File: src/rtl/fetch_sequencer_if.sv
// fetch_sequencer_if: run handshake, jump controls and PC/stack status.
// master drives controls and target; slave returns prog_ctr and status.
`timescale 1ns/1ps
interface fetch_sequencer_if #(
  parameter int D = 12,
  parameter int S = 4
);
  localparam int DW = $clog2(S + 1);

  logic          req;
  logic          stall;
  logic          reljump_en;
  logic          absjump_en;
  logic          call_en;
  logic          ret_en;
  logic [D-1:0]  target;
  logic [D-1:0]  prog_ctr;
  logic          running;
  logic          done;
  logic [DW-1:0] stk_depth;
  logic          stk_err;

  modport master (
    output req, stall, reljump_en, absjump_en,
    output call_en, ret_en, target,
    input  prog_ctr, running, done,
    input  stk_depth, stk_err
  );

  modport slave (
    input  req, stall, reljump_en, absjump_en,
    input  call_en, ret_en, target,
    output prog_ctr, running, done,
    output stk_depth, stk_err
  );
endinterface

File: src/rtl/fetch_sequencer.sv
// fetch_sequencer: PC, IDLE/RUN/DONE run control and call/return stack.
// Ports: clk, reset (sync, active-high), bus (fetch_sequencer_if.slave).
`timescale 1ns/1ps
module fetch_sequencer #(
  parameter int D          = 12,
  parameter int S          = 4,
  parameter int HALT_ADDR  = 128,
  parameter int START_ADDR = 0
) (
  input logic               clk,
  input logic               reset,
  fetch_sequencer_if.slave  bus
);
  localparam int DW = $clog2(S + 1);
  localparam int AW = (S > 1) ? $clog2(S) : 1;
  localparam logic [D-1:0]  HALT  = D'(HALT_ADDR);
  localparam logic [D-1:0]  START = D'(START_ADDR);
  localparam logic [DW-1:0] FULL  = DW'(S);

  typedef enum logic [1:0] {
    IDLE,
    RUN,
    DONE
  } state_t;

  state_t        state;
  logic [D-1:0]  pc;
  logic [D-1:0]  stk [S];
  logic [DW-1:0] depth;
  logic          err;
  logic          running_q;
  logic          done_q;

  logic [D-1:0]  pc_inc;
  logic [AW-1:0] push_idx;
  logic [AW-1:0] pop_idx;

  assign pc_inc   = pc + D'(1);
  // push_idx is only used when depth < S, so truncation is safe
  assign push_idx = AW'(depth);
  assign pop_idx  = AW'(depth - DW'(1));

  always_ff @(posedge clk) begin
    if (reset) begin
      state     <= IDLE;
      pc        <= START;
      depth     <= '0;
      err       <= 1'b0;
      running_q <= 1'b0;
      done_q    <= 1'b0;
    end else begin
      unique case (state)
        IDLE: begin
          pc <= START;
          if (bus.req) begin
            state     <= RUN;
            running_q <= 1'b1;
            depth     <= '0;
            err       <= 1'b0;
          end
        end
        RUN: begin
          if (pc == HALT) begin
            state     <= DONE;
            running_q <= 1'b0;
            done_q    <= 1'b1;
          end else if (!bus.stall) begin
            if (bus.ret_en) begin
              if (depth != '0) begin
                pc    <= stk[pop_idx];
                depth <= depth - DW'(1);
              end else begin
                pc  <= pc_inc;
                err <= 1'b1;
              end
            end else if (bus.call_en) begin
              pc <= bus.target;
              if (depth != FULL) begin
                stk[push_idx] <= pc_inc;
                depth         <= depth + DW'(1);
              end else begin
                err <= 1'b1;
              end
            end else if (bus.absjump_en) begin
              pc <= bus.target;
            end else if (bus.reljump_en) begin
              pc <= pc + bus.target;
            end else begin
              pc <= pc_inc;
            end
          end
        end
        DONE: begin
          // err stays visible until the next IDLE->RUN
          if (!bus.req) begin
            state  <= IDLE;
            done_q <= 1'b0;
            pc     <= START;
            depth  <= '0;
          end
        end
        default: begin
          state     <= IDLE;
          pc        <= START;
          running_q <= 1'b0;
          done_q    <= 1'b0;
        end
      endcase
    end
  end

  assign bus.prog_ctr  = pc;
  assign bus.running   = running_q;
  assign bus.done      = done_q;
  assign bus.stk_depth = depth;
  assign bus.stk_err   = err;
endmodule

File: src/flat_wrapper.sv
// flat-port wrapper written by rule: the top's interface ports become plain ports
module fetch_sequencer_flat 
#(
  parameter int D          = 12,
  parameter int S          = 4,
  parameter int HALT_ADDR  = 128,
  parameter int START_ADDR = 0
)
  (clk, reset, bus_req, bus_stall, bus_reljump_en, bus_absjump_en, bus_call_en, bus_ret_en, bus_target, bus_prog_ctr, bus_running, bus_done, bus_stk_depth, bus_stk_err);
  fetch_sequencer_if #(.D(D), .S(S)) bus_i ();
  input logic clk;
  input logic reset;
  input wire logic [$bits(bus_i.req)-1:0] bus_req;
  input wire logic [$bits(bus_i.stall)-1:0] bus_stall;
  input wire logic [$bits(bus_i.reljump_en)-1:0] bus_reljump_en;
  input wire logic [$bits(bus_i.absjump_en)-1:0] bus_absjump_en;
  input wire logic [$bits(bus_i.call_en)-1:0] bus_call_en;
  input wire logic [$bits(bus_i.ret_en)-1:0] bus_ret_en;
  input wire logic [$bits(bus_i.target)-1:0] bus_target;
  output wire logic [$bits(bus_i.prog_ctr)-1:0] bus_prog_ctr;
  output wire logic [$bits(bus_i.running)-1:0] bus_running;
  output wire logic [$bits(bus_i.done)-1:0] bus_done;
  output wire logic [$bits(bus_i.stk_depth)-1:0] bus_stk_depth;
  output wire logic [$bits(bus_i.stk_err)-1:0] bus_stk_err;
  assign bus_i.req = bus_req;
  assign bus_i.stall = bus_stall;
  assign bus_i.reljump_en = bus_reljump_en;
  assign bus_i.absjump_en = bus_absjump_en;
  assign bus_i.call_en = bus_call_en;
  assign bus_i.ret_en = bus_ret_en;
  assign bus_i.target = bus_target;
  assign bus_prog_ctr = bus_i.prog_ctr;
  assign bus_running = bus_i.running;
  assign bus_done = bus_i.done;
  assign bus_stk_depth = bus_i.stk_depth;
  assign bus_stk_err = bus_i.stk_err;
  fetch_sequencer #(.D(D), .S(S), .HALT_ADDR(HALT_ADDR), .START_ADDR(START_ADDR)) u_core (.clk(clk), .reset(reset), .bus(bus_i));
endmodule
File: config.mk
export PLATFORM = sky130hd
export DESIGN_NAME = fetch_sequencer_flat
export DESIGN_NICKNAME = d
export VERILOG_FILES = /design/src/rtl/fetch_sequencer_if.sv /design/src/rtl/fetch_sequencer.sv /design/src/flat_wrapper.sv
export SDC_FILE = /design/constraint.sdc
export NUM_CORES = 1
export LEC_CHECK = 0
export BUFFER_PORTS_ARGS = -buffer_cell sky130_fd_sc_hd__buf_4
export CAP_MARGIN = 20
export CORE_AREA = 2 2 87 89
export DETAILED_ROUTE_END_ITERATION = 10
export DIE_AREA = 0 0 89 91
export PLACE_DENSITY = 0.78
export SETUP_SLACK_MARGIN = 0.15
export SLEW_MARGIN = 5
export SYNTH_ARGS = -nofsm -noshare
export SYNTH_HDL_FRONTEND = slang
export SYNTH_SLANG_ARGS = --single-unit
File: constraint.sdc
create_clock -name clk -period 4.2 [get_ports clk]
set_input_delay 0.21 -clock clk [delete_from_list [all_inputs] [get_ports clk]]
set_output_delay 0.21 -clock clk [all_outputs]
set_load 0.1 [all_outputs]
==> impl_results.md <==
* Number of global-route vias before repair at 2,804
* Post-synth EDFFs at 48
* Slew margin rel. at 39.45%
* Hold crit path type: in2reg
* Hold Path Cell Cnt at 3
* Reg2reg start: u_core.bus.prog_ctr[0]
* Yosys cell types at 56
* Yosys warns at 0
* Antenna violations before repair at 0
* Final Slew Violations at 0
* Worst Setup End Kind: flip-flop
* Initial DRT Pass Iterations at 7
* Die Ht at 91 µm
* Hold_sp: bus_req
* Yosys reg bits at 68
* Critical-path maximum fanout at 12
* RSZ-0062 raised after global routing: false
* Largest net degree at the start of global routing at 24
* Grt ovf at 0
* Post-CTS setup buffer count at 0
* Post-route setup TNS at 0 ns
* Avg Cell Area, Syn at 10.97 µm²
* Synthesized area at 0.003874 mm²
* Hold Fails Final Rpt at 0
* Ant. Diodes at 0
* Worst Tran Pin Value at 0.9048 ns
* Slowest cell on crit path: and2_1
* Biggest cell delay along the critical path at 0.62 ns
* IO buf count at 37
* Total clock sinks at 68
* Placed cell areas at 0.004195 mm²
* CP delay by family, top: simple AND/OR/NAND/NOR gates
* Post-synthesis simple-gate area fraction at 13.50%
* Reg2reg end: u_core.stk[2][8]
* Post-layout nets at 422
* Share of cells above drive strength 1 at 19.33%
* Fin area at 0.004387 mm²
* Post-DP HPWL at 6647 µm
* Die Footprint at 0.008099 mm²
* Reg2Reg Setup Slack at 1.44 ns
* Via count at 3,057
* Post-DR wirelength/cell at 19.20 µm
* Placed cell count at 471
* Synth Area in XOR/XNOR at 4.522%
* Post-synthesis mux area share at 7.752%
* Core Area at 0.007137 mm²
* Iter 0 DRT Violations at 356
* Layout area overhead at 13.24%
* Ports at 38
* Post-CTS Resized at 0
* Post-route minimum period at 2.762 ns
* Root buffer cell: clkbuf_8
* Vias per inst at 6.277
* Worst-skew pair later-pin latency at 0.35 ns
* Total CTS buffers at 9
* Max Cap Violations at 0
* Most frequent cells in the layout: edfxtp_1 (48), buf_4 (38), nor2_1 (31), a21oi_1 (26), nand2_1 (22)
* Initial Utilization at 54.28%
* Non-Filler Instances at 487
* Worst Hold End: u_core.state[0]
* Clk_skew at 0.01075 ns
* Startpoint types: flip-flop
* Mapped Nets at 392
* Final setup fails at 0
* Leak at 0.001614 µW
* Top FF cell, synth: edfxtp_1
* Synth Area in Adders at 6.331%
* Critical path cell sequence: inv_1 -> ha_1 -> nor4b_1 -> and3_1 -> nor4_1 -> and2_1
* FP Rows at 31
* Worst-path clk slew at 0.08 ns
* Post-Syn Instances at 353
* CTS Hold Bufs at 0
* H-tree levels at 3
* Routed WL at 9352 µm
* Total track usage at 24.10%
* Sequential fraction of the synthesis area at 47.55%
* Die width at 89 µm
* Most common cell after layout, fill and taps aside: edfxtp_1
* CP arrival at 2.74 ns
* Status: finished clean
* Final ANT Viol Nets at 0
* Gpl congestion at 0.9399
* Main combinational cell family by area after synthesis: compound AO/OA/AOI/OAI gates
* Crit path buf inv count at 1
* DRC violations left at 0
* Critical path class: reg2reg
* Peak supply drop at 0.2474 mV
* Synth Area in Compound Gates at 16.63%
* Max Freq at 362.1 MHz
* Clock buffer depth at 2
* PD cells at 374.8 mW/mm²
* R2R cell count at 6
* WP data required at 4.18 ns
* First-pass GRT wire length at 14,790 µm
* Period utilization at 65.75%
* CTS tree: done
* FFs w/ async S/R, synth at 0%
flip-flops by register name (all words and copies together) (netlist names):
register and count:
u_core.bus.prog_ctr 12, u_core.bus.running 1, u_core.bus.stk_depth 3, u_core.bus.done 1, u_core.stk 48, u_core.bus.stk_err 1, u_core.state 2
layer usage:
layer / track usage [%] / share of wire [%]
met1: 35.17 / 42
met2: 36.44 / 48
met4: 7.090 / 1.6
met3: 4.818 / 8.2
met5: 0 / 0
worst max-delay path by stage:
stage	startpoint	endpoint	cells past startpoint
after floorplan	u_core.bus.stk_depth[0]	u_core.bus.prog_ctr[2]	8
after global placement	u_core.bus.prog_ctr[0]	u_core.stk[1][6]	6
after detailed placement	u_core.bus.prog_ctr[0]	u_core.stk[1][6]	6
after CTS	u_core.bus.prog_ctr[0]	u_core.stk[1][7]	6
after global routing	u_core.bus.prog_ctr[0]	u_core.stk[0][7]	6
final	u_core.bus.prog_ctr[0]	u_core.stk[2][8]	6
worst reg2reg max path, cell delays in order, from the launching register on:
cell     delay [ns]
dfxtp_1        0.51
inv_1          0.17
ha_1           0.22
nor4b_1        0.13
and3_1         0.25
nor4_1         0.50
and2_1         0.62
Yosys cell counts, types with 4 or more instances:
library cell / count / share of area, %
a21oi_1: 26 / 3.4
nor3_1: 6 / 0.78
nand3_1: 8 / 1.0
a211oi_1: 8 / 1.6
buf_2: 5 / 0.65
o21ai_0: 14 / 1.8
nor2_1: 31 / 3.0
clkbuf_1: 9 / 0.87
a21o_1: 4 / 0.78
or3_1: 4 / 0.65
a311oi_1: 4 / 0.90
a22oi_1: 6 / 1.2
mux4_2: 12 / 7.0
nand4_1: 5 / 0.81
inv_1: 15 / 1.5
and3_1: 4 / 0.65
and2_1: 5 / 0.81
xor2_1: 8 / 1.8
xnor2_1: 12 / 2.7
edfxtp_1: 48 / 37
ha_1: 18 / 5.8
o211ai_1: 9 / 1.7
nand2_1: 22 / 2.1
dfxtp_1: 20 / 10
metrics by stage:
step / util, % / hold slack, ns / worst slack, ns / power (µW)
4_1_cts: 61.47 / 0.1620 / 1.439 / 1647
3_5_place_dp: 58.78 / 0.5185 / 1.456 / 1119
2_1_floorplan: - / 0.3826 / 0.9208 / 1031
6_report: 61.47 / 0.1715 / 1.438 / 1644
5_1_grt: 61.47 / 0.1930 / 1.182 / 1701
3_3_place_gp: 58.78 / 0.5078 / 1.611 / 1113
cell type report:
type | count | area, µm²
clock buffer | 10 | 127.6
timing repair buffer | 38 | 285.3
tap | 99 | 123.9
sequential | 68 | 1842
clock inverter | 6 | 63.81
inverter | 15 | 56.30
fill | 607 | 2750
multi-input combinational | 251 | 1888
cells by family (layout without fill, tap and decap cells):
group	Yosys count	count (layout)
AND/OR/NAND/NOR	104	104
AO/OA/AOI/OAI	93	93
flip-flops	68	68
buffers and inverters	34	69
XOR/XNOR	20	20
adder cells (fa/ha/maj)	19	19
multiplexers	15	15
where the power goes:
part | leakage, µW | internal, µW | switching (µW) | total [µW]
logic | 0.000922 | 117 | 233 | 350
clock network | 0.0000927 | 274 | 261 | 536
registers | 0.000599 | 733 | 25.2 | 759
No activity file was read; power rests on OpenSTA's default activity.
